File: src/rtl/serial_sign_apply_if.sv
`default_nettype none
// ============================================================================
//  serial_sign_apply_if
//  Request/result bundle for the bit-serial sign-apply converter.
//  Revision: 1.0
// ============================================================================
interface serial_sign_apply_if #(
  parameter int W = 8
);
  logic         start;
  logic [W-1:0] mag;
  logic         sign;
  logic         busy;
  logic         done;
  logic [W-1:0] result;
  logic         ovf;

  modport master (
    output start, mag, sign,
    input  busy, done, result, ovf
  );

  modport slave (
    input  start, mag, sign,
    output busy, done, result, ovf
  );
endinterface
`default_nettype wire

File: src/rtl/serial_sign_apply.sv
`default_nettype none
// ============================================================================
//  serial_sign_apply
//  Bit-serial sign-magnitude to two's-complement converter, LSB first, W clocks.
//  Optional build macro: SSA_SAT_EN (saturate the result on overflow).
//  Revision: 1.0
// ============================================================================
module serial_sign_apply #(
  parameter int W = 8
) (
  input  logic              clk,
  input  logic              rst_n,
  serial_sign_apply_if.slave bus
);

  localparam int            CW   = $clog2(W + 1);
  localparam logic [CW-1:0] LAST = CW'(W - 1);

  typedef enum logic [1:0] {
    S_IDLE = 2'd0,
    S_RUN  = 2'd1,
    S_DONE = 2'd2
  } state_t;

  state_t        state_q, state_d;
  logic [W-1:0]  sreg_q, sreg_d;
  logic [W-1:0]  acc_q, acc_d;
  logic [W-1:0]  result_q, result_d;
  logic [CW-1:0] cnt_q, cnt_d;
  logic          flag_q, flag_d;
  logic          sign_q, sign_d;
  logic          ovf_next_q, ovf_next_d;
  logic          ovf_q, ovf_d;

  logic          b;
  logic          out_bit;
  logic [W-1:0]  acc_shift;
  logic          load_ovf;

  // Once a one has passed, every later bit is inverted when negating.
  assign b         = sreg_q[0];
  assign out_bit   = b ^ (flag_q & sign_q);
  assign acc_shift = {out_bit, acc_q[W-1:1]};

  // Negative side can reach -2^(W-1); positive side stops at 2^(W-1)-1.
  assign load_ovf  = bus.sign ? (bus.mag[W-1] & (|bus.mag[W-2:0])) : bus.mag[W-1];

`ifdef SSA_SAT_EN
  localparam logic [W-1:0] MAX_POS = {1'b0, {(W-1){1'b1}}};
  localparam logic [W-1:0] MIN_NEG = {1'b1, {(W-1){1'b0}}};
`endif

  always_comb begin
    state_d    = state_q;
    sreg_d     = sreg_q;
    acc_d      = acc_q;
    result_d   = result_q;
    cnt_d      = cnt_q;
    flag_d     = flag_q;
    sign_d     = sign_q;
    ovf_next_d = ovf_next_q;
    ovf_d      = ovf_q;

    case (state_q)
      S_IDLE, S_DONE: begin
        state_d = S_IDLE;
        if (bus.start) begin
          state_d    = S_RUN;
          sreg_d     = bus.mag;
          acc_d      = '0;
          sign_d     = bus.sign;
          flag_d     = 1'b0;
          cnt_d      = '0;
          ovf_next_d = load_ovf;
        end
      end
      S_RUN: begin
        acc_d  = acc_shift;
        flag_d = flag_q | b;
        sreg_d = sreg_q >> 1;
        cnt_d  = cnt_q + CW'(1);
        if (cnt_q == LAST) begin
          state_d  = S_DONE;
          result_d = acc_shift;
          ovf_d    = ovf_next_q;
`ifdef SSA_SAT_EN
          if (ovf_next_q) begin
            result_d = sign_q ? MIN_NEG : MAX_POS;
          end
`endif
        end
      end
      default: state_d = S_IDLE;
    endcase
  end

  always_ff @(posedge clk or negedge rst_n) begin
    if (!rst_n) begin
      state_q    <= S_IDLE;
      sreg_q     <= '0;
      acc_q      <= '0;
      result_q   <= '0;
      cnt_q      <= '0;
      flag_q     <= 1'b0;
      sign_q     <= 1'b0;
      ovf_next_q <= 1'b0;
      ovf_q      <= 1'b0;
    end else begin
      state_q    <= state_d;
      sreg_q     <= sreg_d;
      acc_q      <= acc_d;
      result_q   <= result_d;
      cnt_q      <= cnt_d;
      flag_q     <= flag_d;
      sign_q     <= sign_d;
      ovf_next_q <= ovf_next_d;
      ovf_q      <= ovf_d;
    end
  end

  assign bus.busy   = (state_q == S_RUN);
  assign bus.done   = (state_q == S_DONE);
  assign bus.result = result_q;
  assign bus.ovf    = ovf_q;

endmodule
`default_nettype wire

File: src/flat_wrapper.sv
// flat-port wrapper written by rule: the top's interface ports become plain ports
module serial_sign_apply_flat 
#(
  parameter int W = 8
)
  (clk, rst_n, bus_start, bus_mag, bus_sign, bus_busy, bus_done, bus_result, bus_ovf);
  serial_sign_apply_if #(.W(W)) bus_i ();
  input  logic clk;
  input  logic rst_n;
  input wire logic [$bits(bus_i.start)-1:0] bus_start;
  input wire logic [$bits(bus_i.mag)-1:0] bus_mag;
  input wire logic [$bits(bus_i.sign)-1:0] bus_sign;
  output wire logic [$bits(bus_i.busy)-1:0] bus_busy;
  output wire logic [$bits(bus_i.done)-1:0] bus_done;
  output wire logic [$bits(bus_i.result)-1:0] bus_result;
  output wire logic [$bits(bus_i.ovf)-1:0] bus_ovf;
  assign bus_i.start = bus_start;
  assign bus_i.mag = bus_mag;
  assign bus_i.sign = bus_sign;
  assign bus_busy = bus_i.busy;
  assign bus_done = bus_i.done;
  assign bus_result = bus_i.result;
  assign bus_ovf = bus_i.ovf;
  serial_sign_apply #(.W(W)) u_core (.clk(clk), .rst_n(rst_n), .bus(bus_i));
endmodule
File: config.mk
export PLATFORM = sky130hd
export DESIGN_NAME = serial_sign_apply_flat
export DESIGN_NICKNAME = d
export VERILOG_FILES = /design/src/rtl/serial_sign_apply_if.sv /design/src/rtl/serial_sign_apply.sv /design/src/flat_wrapper.sv
export SDC_FILE = /design/constraint.sdc
export NUM_CORES = 1
export LEC_CHECK = 0
export BUFFER_PORTS_ARGS = -buffer_cell sky130_fd_sc_hd__buf_4
export CAP_MARGIN = 20
export CORE_MARGIN = 2
export CORE_UTILIZATION = 54
export CTS_CLUSTER_DIAMETER = 80
export DETAILED_ROUTE_END_ITERATION = 12
export PLACE_DENSITY_LB_ADDON = 0.08
export SLEW_MARGIN = 0
export SYNTH_ARGS = -nofsm -noshare
export SYNTH_HDL_FRONTEND = slang
export SYNTH_SLANG_ARGS = --single-unit
export TNS_END_PERCENT = 5
File: constraint.sdc
create_clock -name clk -period 1.8 [get_ports clk]
set_input_delay 0.36 -clock clk [delete_from_list [all_inputs] [get_ports clk]]
set_output_delay 0.36 -clock clk [all_outputs]
set_load 0.02 [all_outputs]
==> summary.md <==
| Metric | Value |
|---|---|
| Pwr per Cell Area | 1740 nW/µm² |
| CP required | 1.44 ns |
| Clk sinks | 33 |
| Sequential power share | 44.4% |
| First-pass detailed-route iteration total | 4 |
| Slew headroom | 72.2% |
| Sequential area share after synthesis | about three fifths |
| Status | completed |
| Die Wd | 54.2 µm |
| CP Buf/Inv Count | 2 |
| RSZ-0062 raised after global routing | no |
| Post-route ant nets | 0 |
| DRC errors left | 0 |
| # H-tree levels | 2 |
| CTS buffer count | 5 |
| CP Capture Type | primary output |
| WHS | around 0.24 ns |
| Fin crit period | about 1.6 ns |
| Worst-Skew Late Latency | 0.32 ns |
| Worst path arrival time | 1.26 ns |
| ANT cells | 0 |
| Core Footprint | 2430 µm² |
| Synthesized instance count | 101 |
| Maximum VDD drop | 1.12 mV |
| Max Root-Sink Buffers | 2 |
| Period Utilization, post-route | between 90 and 100% |
| Total global routing track utilization | 19.6% |
| Post-synthesis cell area | 1360 µm² |
| Starting DRT DRC Count | 12 |
| Syn Nets | 114 |
| Final Hold Fails | 0 |
| Clock root cell | clkbuf_4 |
| CP top delay family | flip-flops |
| Share of layout cells above drive strength 1 | 35.1% |
| Setup Viol. Count Final | 0 |
| Clock share of power | 14.2% |
| Startpoint Class | flip-flop |
| Post-route setup TNS | 0 ns |
| Clk_skew | 0.00427 ns |
| Post-CTS Setup Inserts | 0 |
| Worst hold start | bus_sign |
| Initial antenna violation count | 0 |
| Routed Wire Length | roughly 2400 µm |
| Final std cells w/o fill | between 150 and 200 |
| Max Cap Viol | 0 |
| Synth Warn # | 0 |
| Top post-synthesis cells by area | dfrtp_1, a22o_1, mux2_2, a21o_1, nand2_1 |
| RR Startpoint | u_core.cnt_q[0] |
| CP max stage delay | 0.40 ns |
| Inst Count DP | roughly 150 |
| P_int | 1.86 mW |
| Top cell type's share of synthesized area | ~61% |
| Drt wl/cell | 14.8 µm |
| Worst-path cell chain | nor2b_4 -> buf_4 -> buf_4 |
| Layout Nets | 144 |
| Psw | around 1000 µW |
| Comb pwr share | about 41% |
| Via density | around 5.6 |
| Leak | 0.841 nW |
| Die area | 2930 µm² |
| Starting Density | 55.9% |
| WS Path Type | flip-flop to primary output |
| Row count | 18 |
| Worst path slowest cell | dfrtp_1 |
| Total gr overflow | 0 |
| Area Overhead vs Synth | 20.0% |
| Reg clk slew, reported paths | roughly 0.090 ns |
| Post-synth top area cell | dfrtp_1 |
| Avg Inst Size Synth | 13.5 µm² |
| GPL Wtd Cong | 0.711 |
| Routed via count | around 910 |
| DPL Wire Length | 1620 µm |
| Maximum fanout along the worst path | 11 |
| Max-slew violation count | 0 |
| Vias in the first global route | 848 |
| Synth cell types | 23 |
| Global-route wire length before repair | 3910 µm |
| F_max | 0.616 GHz |
| Synthesis-stage register bit count | 33 |
| Sw Ratio | 34.7% |
| Pwr Total | ~2.8 mW |
| Worst hold path class | input port to flip-flop |
| Most numerous cell on the critical path | buf_4 |
| Buffers on Ports | 22 |
| Die height | 54.2 µm |
| I/O Pins | 23 |
| Worst-margin pin slew | between 0.4 and 0.5 ns |
| CTS tree | done |
| Largest net degree at the start of global routing | 34 |
| Worst Setup SP | u_core.state_q[0] |
## stage by stage
stage | setup slack (ns) | cell area, µm² | util (%)
final | 0.177 | 1630 | 67.0
after detailed placement | 0.252 | 1570 | 64.4
after CTS | 0.160 | 1630 | 67.0
after global routing | 0.0914 | 1630 | 67.0
after global placement | 0.301 | 1570 | 64.4
after floorplan | 0.410 | 1360 | -
## sequential cells by signal, indices dropped and copies added, names as in the netlist
| register | count |
|---|---|
| u_core.flag_q | 1 |
| u_core.sign_q | 1 |
| u_core.ovf_next_q | 1 |
| u_core.bus.ovf | 1 |
| u_core.acc_q | 7 |
| u_core.cnt_q | 4 |
| u_core.sreg_q | 8 |
| u_core.state_q | 2 |
| u_core.bus.result | 8 |
## per-layer routing
layer | vias to the layer above | wire [µm] | global-route usage [%]
li1 | 430 | - | -
met1 | 453 | 1180 | 27.3
met2 | 21 | 1050 | 27.5
met3 | 5 | 105 | 5.83
met4 | 0 | 40 | 10.0
met5 | - | 0 | 0
## path summary, 6_finish.rpt
check | to | slack, ns | depth (start not counted)
max in group asynchronous | u_core.sreg_q[1] | 0.99 | 2
hold reg to reg | u_core.sreg_q[1] | 0.49 | 1
setup reg to reg | u_core.bus.result[0] | 0.24 | 5
setup / recovery | bus_busy | 0.18 | 3
min in group asynchronous | u_core.cnt_q[0] | 0.51 | 2
hold / removal | u_core.sign_q | 0.24 | 3
## power groups by stage
stage	Clock [mW]	Combinational, mW	Sequential (mW)
after detailed placement	0	1.18	1.27
after global routing	0.450	1.30	1.30
after global placement	0	1.16	1.26
final	0.404	1.18	1.26
after CTS	0.423	1.19	1.26
after floorplan	0	0.765	1.32
## worst min-delay path, stage by stage
cell and delay, ns:
buf_4 0.09, nand2_1 0.04, nand2_1 0.04
## final cells by class
cell class	instances	area (µm²)
Fill cell	199	802
Multi-Input combinational cell	62	492
Sequential cell	33	826
Clock buffer	7	55.1
Tap cell	30	37.5
Timing Repair Buffer	29	220
## what timing repair did
action                                 4_1_cts  5_1_grt
resized for setup                            0        0
hold buffers                                 1        0
endpoints found under the hold margin       33        0
## cell usage after synthesis
library cell and count:
dfrtp_1 33, nand4_1 1, or4b_2 1, buf_6 2, or4_1 1, mux2_2 8, nor2b_1 2, o21ai_0 3
nand2b_1 1, mux2_1 2, nor2_2 1, a22o_1 16, nor2_1 2, ha_1 1, mux2i_1 2, nand2_1 9
nor2b_4 1, a21o_1 7, xnor2_1 2, nor3b_2 1, buf_2 3, clkbuf_1 1, a21oi_1 1
## layout by cell type, fill, tap and decap left out, drive strengths merged, types with 2 or more instances in the layout
cell	instances
mux2	10
a21o	7
clkbuf	7
o21ai	3
nor2b	3
nand2	9
buf	28
mux2i	2
nor2	3
dfrtp	33
a22o	16
xnor2	2
## cell families (layout without fill, tap and decap cells)
family                   after synthesis  count (layout)  synth area share, %
buffers and inverters                  6              36                 3.04
XOR/XNOR                               2               2                 1.29
AO/OA/AOI/OAI                         27              27                 15.7
AND/OR/NAND/NOR                       20              20                 8.56
multiplexers                          12              12                 9.76
adder cells (fa/ha/maj)                1               1                0.921
flip-flops                            33              33                 60.8
(Power assumes the default switching activity.)
